## config.mk

```make
export PLATFORM = sky130hd
export DESIGN_NAME = mult_share_sequencer
export DESIGN_NICKNAME = d
export VERILOG_FILES = /design/src/rtl/mult_share_sequencer.sv
export SDC_FILE = /design/constraint.sdc
export NUM_CORES = 1
export LEC_CHECK = 0
export BUFFER_PORTS_ARGS = -buffer_cell sky130_fd_sc_hd__buf_2
export CAP_MARGIN = 5
export CELL_PAD_IN_SITES_DETAIL_PLACEMENT = 1
export CELL_PAD_IN_SITES_GLOBAL_PLACEMENT = 1
export CORE_MARGIN = 2
export CORE_UTILIZATION = 43
export DETAILED_ROUTE_END_ITERATION = 16
export GPL_TIMING_DRIVEN = 0
export MAX_ROUTING_LAYER = met4
export PLACE_DENSITY = 0.8
export SYNTH_ARGS = -nofsm -noshare
export SYNTH_HDL_FRONTEND = slang
export SYNTH_SLANG_ARGS = --single-unit
```

## constraint.sdc

```tcl
create_clock -name Clk -period 2.5 [get_ports Clk]
set_clock_uncertainty 0.15 [all_clocks]
set_input_delay 0.5 -clock Clk [delete_from_list [all_inputs] [get_ports Clk]]
set_output_delay 0.5 -clock Clk [all_outputs]
set_load 0.01 [all_outputs]
```

## src/rtl/mult_share_sequencer.sv

```systemverilog
// Round-robin sequencer that time-shares one signed add-shift multiplier datapath
// between NREQ requesters and generates its Moore control strobes.
module mult_share_sequencer #(
    parameter int WIDTH = 8,
    parameter int NREQ  = 2
) (
    input  logic            Clk,
    input  logic            Reset,
    input  logic [NREQ-1:0] req,
    input  logic            M,
    output logic [NREQ-1:0] grant,
    output logic [NREQ-1:0] done,
    output logic            busy,
    output logic            ClearA,
    output logic            LoadB,
    output logic            LoadA,
    output logic            Add,
    output logic            Sub,
    output logic            Shift
);

    localparam int CW = $clog2(WIDTH);
    localparam int PW = $clog2(NREQ);
    localparam logic [CW-1:0] LAST = CW'(WIDTH - 1);

    typedef enum logic [2:0] {
        S_IDLE  = 3'd0,
        S_LOAD  = 3'd1,
        S_TEST  = 3'd2,
        S_ADD   = 3'd3,
        S_SUB   = 3'd4,
        S_SHIFT = 3'd5,
        S_DONE  = 3'd6
    } state_t;

    state_t          state_q, state_d;
    logic [CW-1:0]   cnt_q, cnt_d;
    logic [PW-1:0]   ptr_q, ptr_d;
    logic [PW-1:0]   win_s;
    logic [NREQ-1:0] grant_q, grant_d;
    logic [NREQ-1:0] done_q;
    logic            busy_q, clear_a_q, load_b_q, load_a_q, add_q, sub_q, shift_q;

    // First active requester strictly after the pointer, searching circularly.
    function automatic logic [PW-1:0] rr_pick(input logic [NREQ-1:0] r, input logic [PW-1:0] p);
        logic [PW-1:0] idx;
        logic          found;
        rr_pick = p;
        found   = 1'b0;
        for (int i = 1; i <= NREQ; i++) begin
            idx = PW'((int'(p) + i) % NREQ);
            if (!found && r[idx]) begin
                rr_pick = idx;
                found   = 1'b1;
            end
        end
    endfunction

    assign win_s = rr_pick(req, ptr_q);

    // Next-state, counter, pointer and grant logic.
    always_comb begin
        state_d = state_q;
        cnt_d   = cnt_q;
        ptr_d   = ptr_q;
        grant_d = grant_q;
        case (state_q)
            S_IDLE: begin
                if (|req) begin
                    grant_d = {{(NREQ-1){1'b0}}, 1'b1} << win_s;
                    ptr_d   = win_s;
                    state_d = S_LOAD;
                end else begin
                    state_d = S_IDLE;
                end
            end
            S_LOAD: begin
                cnt_d   = '0;
                state_d = S_TEST;
            end
            S_TEST: begin
                if (!M) begin
                    state_d = S_SHIFT;
                end else if (cnt_q == LAST) begin
                    state_d = S_SUB;
                end else begin
                    state_d = S_ADD;
                end
            end
            S_ADD:   state_d = S_SHIFT;
            S_SUB:   state_d = S_SHIFT;
            S_SHIFT: begin
                if (cnt_q == LAST) begin
                    state_d = S_DONE;
                end else begin
                    cnt_d   = cnt_q + CW'(1);
                    state_d = S_TEST;
                end
            end
            S_DONE: begin
                grant_d = '0;
                state_d = S_IDLE;
            end
            default: begin
                grant_d = '0;
                state_d = S_IDLE;
            end
        endcase
    end

    // State registers; strobes are registered copies of the next-state decode.
    always_ff @(posedge Clk) begin
        if (Reset) begin
            state_q   <= S_IDLE;
            cnt_q     <= '0;
            ptr_q     <= PW'(NREQ - 1);
            grant_q   <= '0;
            done_q    <= '0;
            busy_q    <= 1'b0;
            clear_a_q <= 1'b0;
            load_b_q  <= 1'b0;
            load_a_q  <= 1'b0;
            add_q     <= 1'b0;
            sub_q     <= 1'b0;
            shift_q   <= 1'b0;
        end else begin
            state_q   <= state_d;
            cnt_q     <= cnt_d;
            ptr_q     <= ptr_d;
            grant_q   <= grant_d;
            done_q    <= (state_d == S_DONE) ? grant_d : '0;
            busy_q    <= (state_d != S_IDLE);
            clear_a_q <= (state_d == S_LOAD);
            load_b_q  <= (state_d == S_LOAD);
            load_a_q  <= (state_d == S_ADD) || (state_d == S_SUB);
            add_q     <= (state_d == S_ADD);
            sub_q     <= (state_d == S_SUB);
            shift_q   <= (state_d == S_SHIFT);
        end
    end

    assign grant  = grant_q;
    assign done   = done_q;
    assign busy   = busy_q;
    assign ClearA = clear_a_q;
    assign LoadB  = load_b_q;
    assign LoadA  = load_a_q;
    assign Add    = add_q;
    assign Sub    = sub_q;
    assign Shift  = shift_q;

endmodule

```

# ---- Word-level counts from Yosys, hierarchy flattened
# Index checks and enable logic that the tools add are counted.
dict set report word_totals {
  output_inout_bits 11
  regBits 17
  mem_bits_ro 0
  mem_count 0
  latchBits 0
  wordCells 58
  mem_bits_rw 0
  in_bits 5
}
dict set report classes {
  div_mod_pow 0
  mul 0
  magnitude_cmp 2
  shift 1
  n_reduce_logical 12
  mux 16
  n_bitwise 1
  add_sub_neg 3
  n_eq_ne 12
}
# cell n
set ops {}
lappend ops {{equality test 3 bit (second input constant)} 6}
lappend ops {{case mux 3 bit (5 select lines)} 1}
lappend ops {{two-way mux 3 bit} 4}
lappend ops {{equality test 3 x 2 -> 1 bit (second input constant)} 3}
lappend ops {{two-way mux 1 bit} 8}
lappend ops {{equality test 3 x 1 -> 1 bit (second input constant)} 2}
lappend ops {{case mux 3 bit (2 select lines)} 1}
lappend ops {{OR reduction 2 bit} 3}
lappend ops {{OR reduction 5 bit} 1}
lappend ops {{less-than comparator 1 x 2 -> 1 bit (second input constant)} 2}
lappend ops {{case mux 2 bit (2 select lines)} 1}
lappend ops {{AND reduction 2 bit} 2}
lappend ops {{adder 3 x 1 -> 3 bit (second input constant)} 1}
lappend ops {{zero test 3 bit} 1}
lappend ops {{nonzero test 3 bit} 1}
lappend ops {{adder 1 bit (second input constant)} 2}
lappend ops {{two-way mux 2 bit} 1}
lappend ops {{!= test 2 bit (second input constant)} 1}
lappend ops {{nonzero test 2 bit} 1}
lappend ops {{<< shifter 1 x 1 -> 2 bit (first input constant)} 1}
lappend ops {{logical AND 1 bit} 1}
lappend ops {{zero test 1 bit} 1}
lappend ops {{logical OR 1 bit} 1}
lappend ops {{NOT 1 bit} 1}

# ---- Logic depth before layout (Yosys ltp)
dict set report depth {
  ltp_word 10
  mapped_depth 5
  depth_no_buf 5
}

# ---- Worst setup path before layout
# OpenSTA, ideal clock, no wires.
dict set report synth_timing {
  kind {register to register}
  startpoint {register cnt_q[0]}
  endpoint {register sub_q (netlist: Sub)}
  setup_ps 124
  slack_ps 876
  arrival_time_ps 1350
  n_path_buf 0
  required_ps 2226
  synth_period_minus_slack_ps 1624
  stages_incl_launch_ff 6
  path_cell_list {dfxtp_1 > ha_1 > ha_1 > or3b_1 > a22oi_1 > nor3b_2}
}
dict set report synth_via {
  elab_chain_cells 5
  elab_cells_between_ends 6
  cone_classes {eq/ne (2); mux (4)}
}
# element line_no
set synth_lines {}
lappend synth_lines {{start: declaration} 37} ;# logic [CW-1:0] cnt_q, cnt_d;
lappend synth_lines {{start signal: assignment} 128} ;# cnt_q <= cnt_d;
lappend synth_lines {{equality test 3 bit *} {84, 93}}
lappend synth_lines {{two-way mux 3 bit} 84} ;# end else if (cnt_q == LAST) begin
lappend synth_lines {{two-way mux 3 bit} 82} ;# if (!M) begin
lappend synth_lines {{case mux 3 bit (5 select lines) *} 67} ;# case (state_q)
lappend synth_lines {{equality test 3 bit *} 137} ;# sub_q <= (state_d == S_SUB);
lappend synth_lines {{end signal: assignment} 137}
lappend synth_lines {{end: declaration} 42} ;# logic busy_q, clear_a_q, load_b_q, load_a_q, add_q, sub_q, shift_q;
# Every way passes the cells marked *; elsewhere a longest branch is shown, timed or not.
# A chain may end at the register's enable or synchronous reset.

# ---- Worst setup path after layout
# Same ends and word-level chain as after synthesis.

==> metrics.md <==
| Metric | Value |
|---|---|
| Die H | 47.1 µm |
| Layout area overhead | 16.4% |
| Num Clock Sinks | 17 |
| Die area | 2220 µm² |
| FFs w/ async S/R, synth | 0 |
| Sw Share | 0.304 |
| Sequential fraction of design power | 0.497 |
| Via count of the routed design | 657 |
| Leak pwr | 0.385 nW |
| Setup Crit Path Kind | reg2reg |
| Fin nets | 105 |
| Post_cts resized | 0 |
| Final Slew Violations | 0 |
| Ant. Diodes | 0 |
| Post-synth top area share | 0.426 |
| Mapped Area | 800 µm² |
| Ys Warns | 0 |
| Hpwl dp | 1.29 mm |
| Post-route minimum period | 1.82 ns |
| RePlAce Congestion | 0.720 |
| Max Freq | 548 MHz |
| Later-pin clock latency in the skew report | 0.31 ns |
| Routed length per instance | 14.0 µm |
| Maximum vdd drop | 352 µV |
| Largest net degree at the start of global routing | 12 |
| Max cap viols | 0 |
| Slew @ Worst Pin | 0.504 ns |
| CTS Root Buffer Type | clkbuf_4 |
| Register area share after synthesis | 0.426 |
| Most frequent CP cell | ha_1 |
| Gate power share | 0.241 |
| Core Area | 1750 µm² |
| 1st-pass router iterations | 4 |
| Net Switching | 0.184 mW |
| Crit-path max cell delay | 0.40 ns |
| Initial antenna violation count | 0 |
| Clock buffer depth | 2 |
| Main area contributors after synthesis | dfxtp_1 (43%), nand2b_1 (4.7%), buf_6 (4.2%), a21oi_1 (3.8%), nand2_1 (3.8%) |
| Global route total overflow | 0 |
| Status | complete, no violations |
| Die W | 47.1 µm |
| Pwr Density | 651 nW/µm² |
| CP max stage cell | or3b_1 |
| DR vias/cell | 5.39 |
| Synthesized flop and latch total | 17 |
| GRT Overall Usage | 0.190 |
| Crit end category | flip-flop |
| Row cnt | 15 |
| Worst EP arrival | 1.86 ns |
| Clock power share | 0.261 |
| Drt total wl | 1.71 mm |
| Number of global-route vias before repair | 641 |
| RSZ-0062 raised after global routing | no |
| Slew margin rel. | 0.664 |
| Worst setup SP type | flip-flop |
| Initial core utilization | 0.458 |
| Hold-fix buffers, CTS | 0 |
| DRC | 0 |
| Final Hold Viols | 0 |
| First-pass GRT wire length | 2.77 mm |
| Worst Path Max Fanout | 7 |
| Hold Path Class | in2reg |
| Setup_tns | 0 ns |
| DRT antenna net count | 0 |
| Fin crit share | 0.729 |
| Post-CTS Setup Bufs | 0 |
| Top FF cell, synth | dfxtp_1 |
| Syn_area_per_cell | 10.1 µm² |
| Mapped Cells | 79 |
| WP data required | 2.54 ns |
| CTS Buf Count | 3 |
| H-Tree Depth | 1 |
| I/O pin total | 16 |
| Final Util | 0.533 |
| Synth cell types | 33 |
| Clock transition time at the flip-flop clock pins of the worst setup and hold paths | 0.11 ns |
| Internal | 0.421 mW |
| Cell Chain, Critical Path | ha_1, ha_1, or3b_1, a22oi_1, nor3b_2 |
| PortBufs | 14 |
| CTS tree | yes |
| Post-synth EDFFs | 0 |
| Synth area leader | dfxtp_1 |
| First DRT Iteration DRCs | 4 |
| Mapped Nets | 86 |
| Final setup fails | 0 |
| Share of cells above drive strength 1 | 0.340 |
[cells in the final DEF (no fill, tap or decap), types with 2 or more instances in the layout]
master     n
a21oi_1    6
buf_2     15
buf_6      3
clkbuf_4   3
dfxtp_1   17
ha_1       2
nand2_1    8
nand2b_1   6
nand3b_1   2
nor2_1     5
nor3_1     2
o21ai_0    3
or3_1      2
or4b_4     2
[final timing paths]
check             cells after the start        to  slack (ns)      from
setup reg to reg                      5       Sub        0.68  cnt_q[0]
setup / recovery                      5       Sub        0.68  cnt_q[0]
hold / removal                        2       Add        0.25     Reset
hold reg to reg                       2  cnt_q[1]        0.34  cnt_q[1]
[synth_stat cells, types with 2 or more instances]
cell and n:
a21oi_1 6, buf_6 3, dfxtp_1 17, ha_1 2
nand2_1 8, nand2b_1 6, nand3b_1 2, nor2_1 5
nor3_1 2, o21ai_0 3, or3_1 2, or4b_4 2
[registers in the layout (all words and copies together) (netlist names)]
register and cells:
ptr_q 1, Sub 1, LoadA 1, Shift 1
state_q 3, LoadB 1, grant 2, Add 1
cnt_q 3, done 2, busy 1
[area by class of cell]
type                            instances  area (µm²)
Fill cell                             222         815
Multi-Input combinational cell         56         409
Sequential cell                        17         340
Timing Repair Buffer                   14        70.1
Tap cell                               25        31.3
Buffer                                  6        50.0
Clock inverter                          1        7.51
Clock buffer                            3        22.5
[through the flow]
stage	setup WS (ns)	total power, mW	cell area, µm²	std cells	hold WS, ns
finish	0.676	0.606	931	122	0.246
global route	0.578	0.644	931	122	0.228
CTS	0.674	0.617	931	122	0.230
detailed placement	0.715	0.455	901	118	0.323
global placement	0.766	0.450	901	118	0.317
floorplan	0.876	0.416	800	79	0.303
[layer usage]
metal / GRT usage / share of wire
met5: - / 0
met4: 0.0500 / 0.0082
met3: 0.0808 / 0.050
met2: 0.307 / 0.52
met1: 0.215 / 0.42
[critical path: cells and delay by family (launching register included)]
kind,cells,cell delay (ns)
adder cells (fa/ha/maj),2,0.45
AND/OR/NAND/NOR,2,0.47
AO/OA/AOI/OAI,1,0.28
flip-flops,1,0.34
[power by group through the flow]
stage / clock (mW) / sequential, mW / combinational (mW)
final: 0.158 / 0.301 / 0.146
after CTS: 0.167 / 0.302 / 0.148
after floorplan: 0 / 0.312 / 0.104
after detailed placement: 0 / 0.308 / 0.147
after global routing: 0.178 / 0.305 / 0.161
after global placement: 0 / 0.307 / 0.143
[kinds of logic after synthesis]
| kind of cell | count (synthesis) | synth area share |
|---|---|---|
| flip-flops | 17 | 0.426 |
| AND/OR/NAND/NOR | 38 | 0.322 |
| buffers and inverters | 6 | 0.0626 |
| adder cells (fa/ha/maj) | 2 | 0.0313 |
| AO/OA/AOI/OAI | 16 | 0.158 |
No activity file was read; power rests on OpenSTA's default activity.
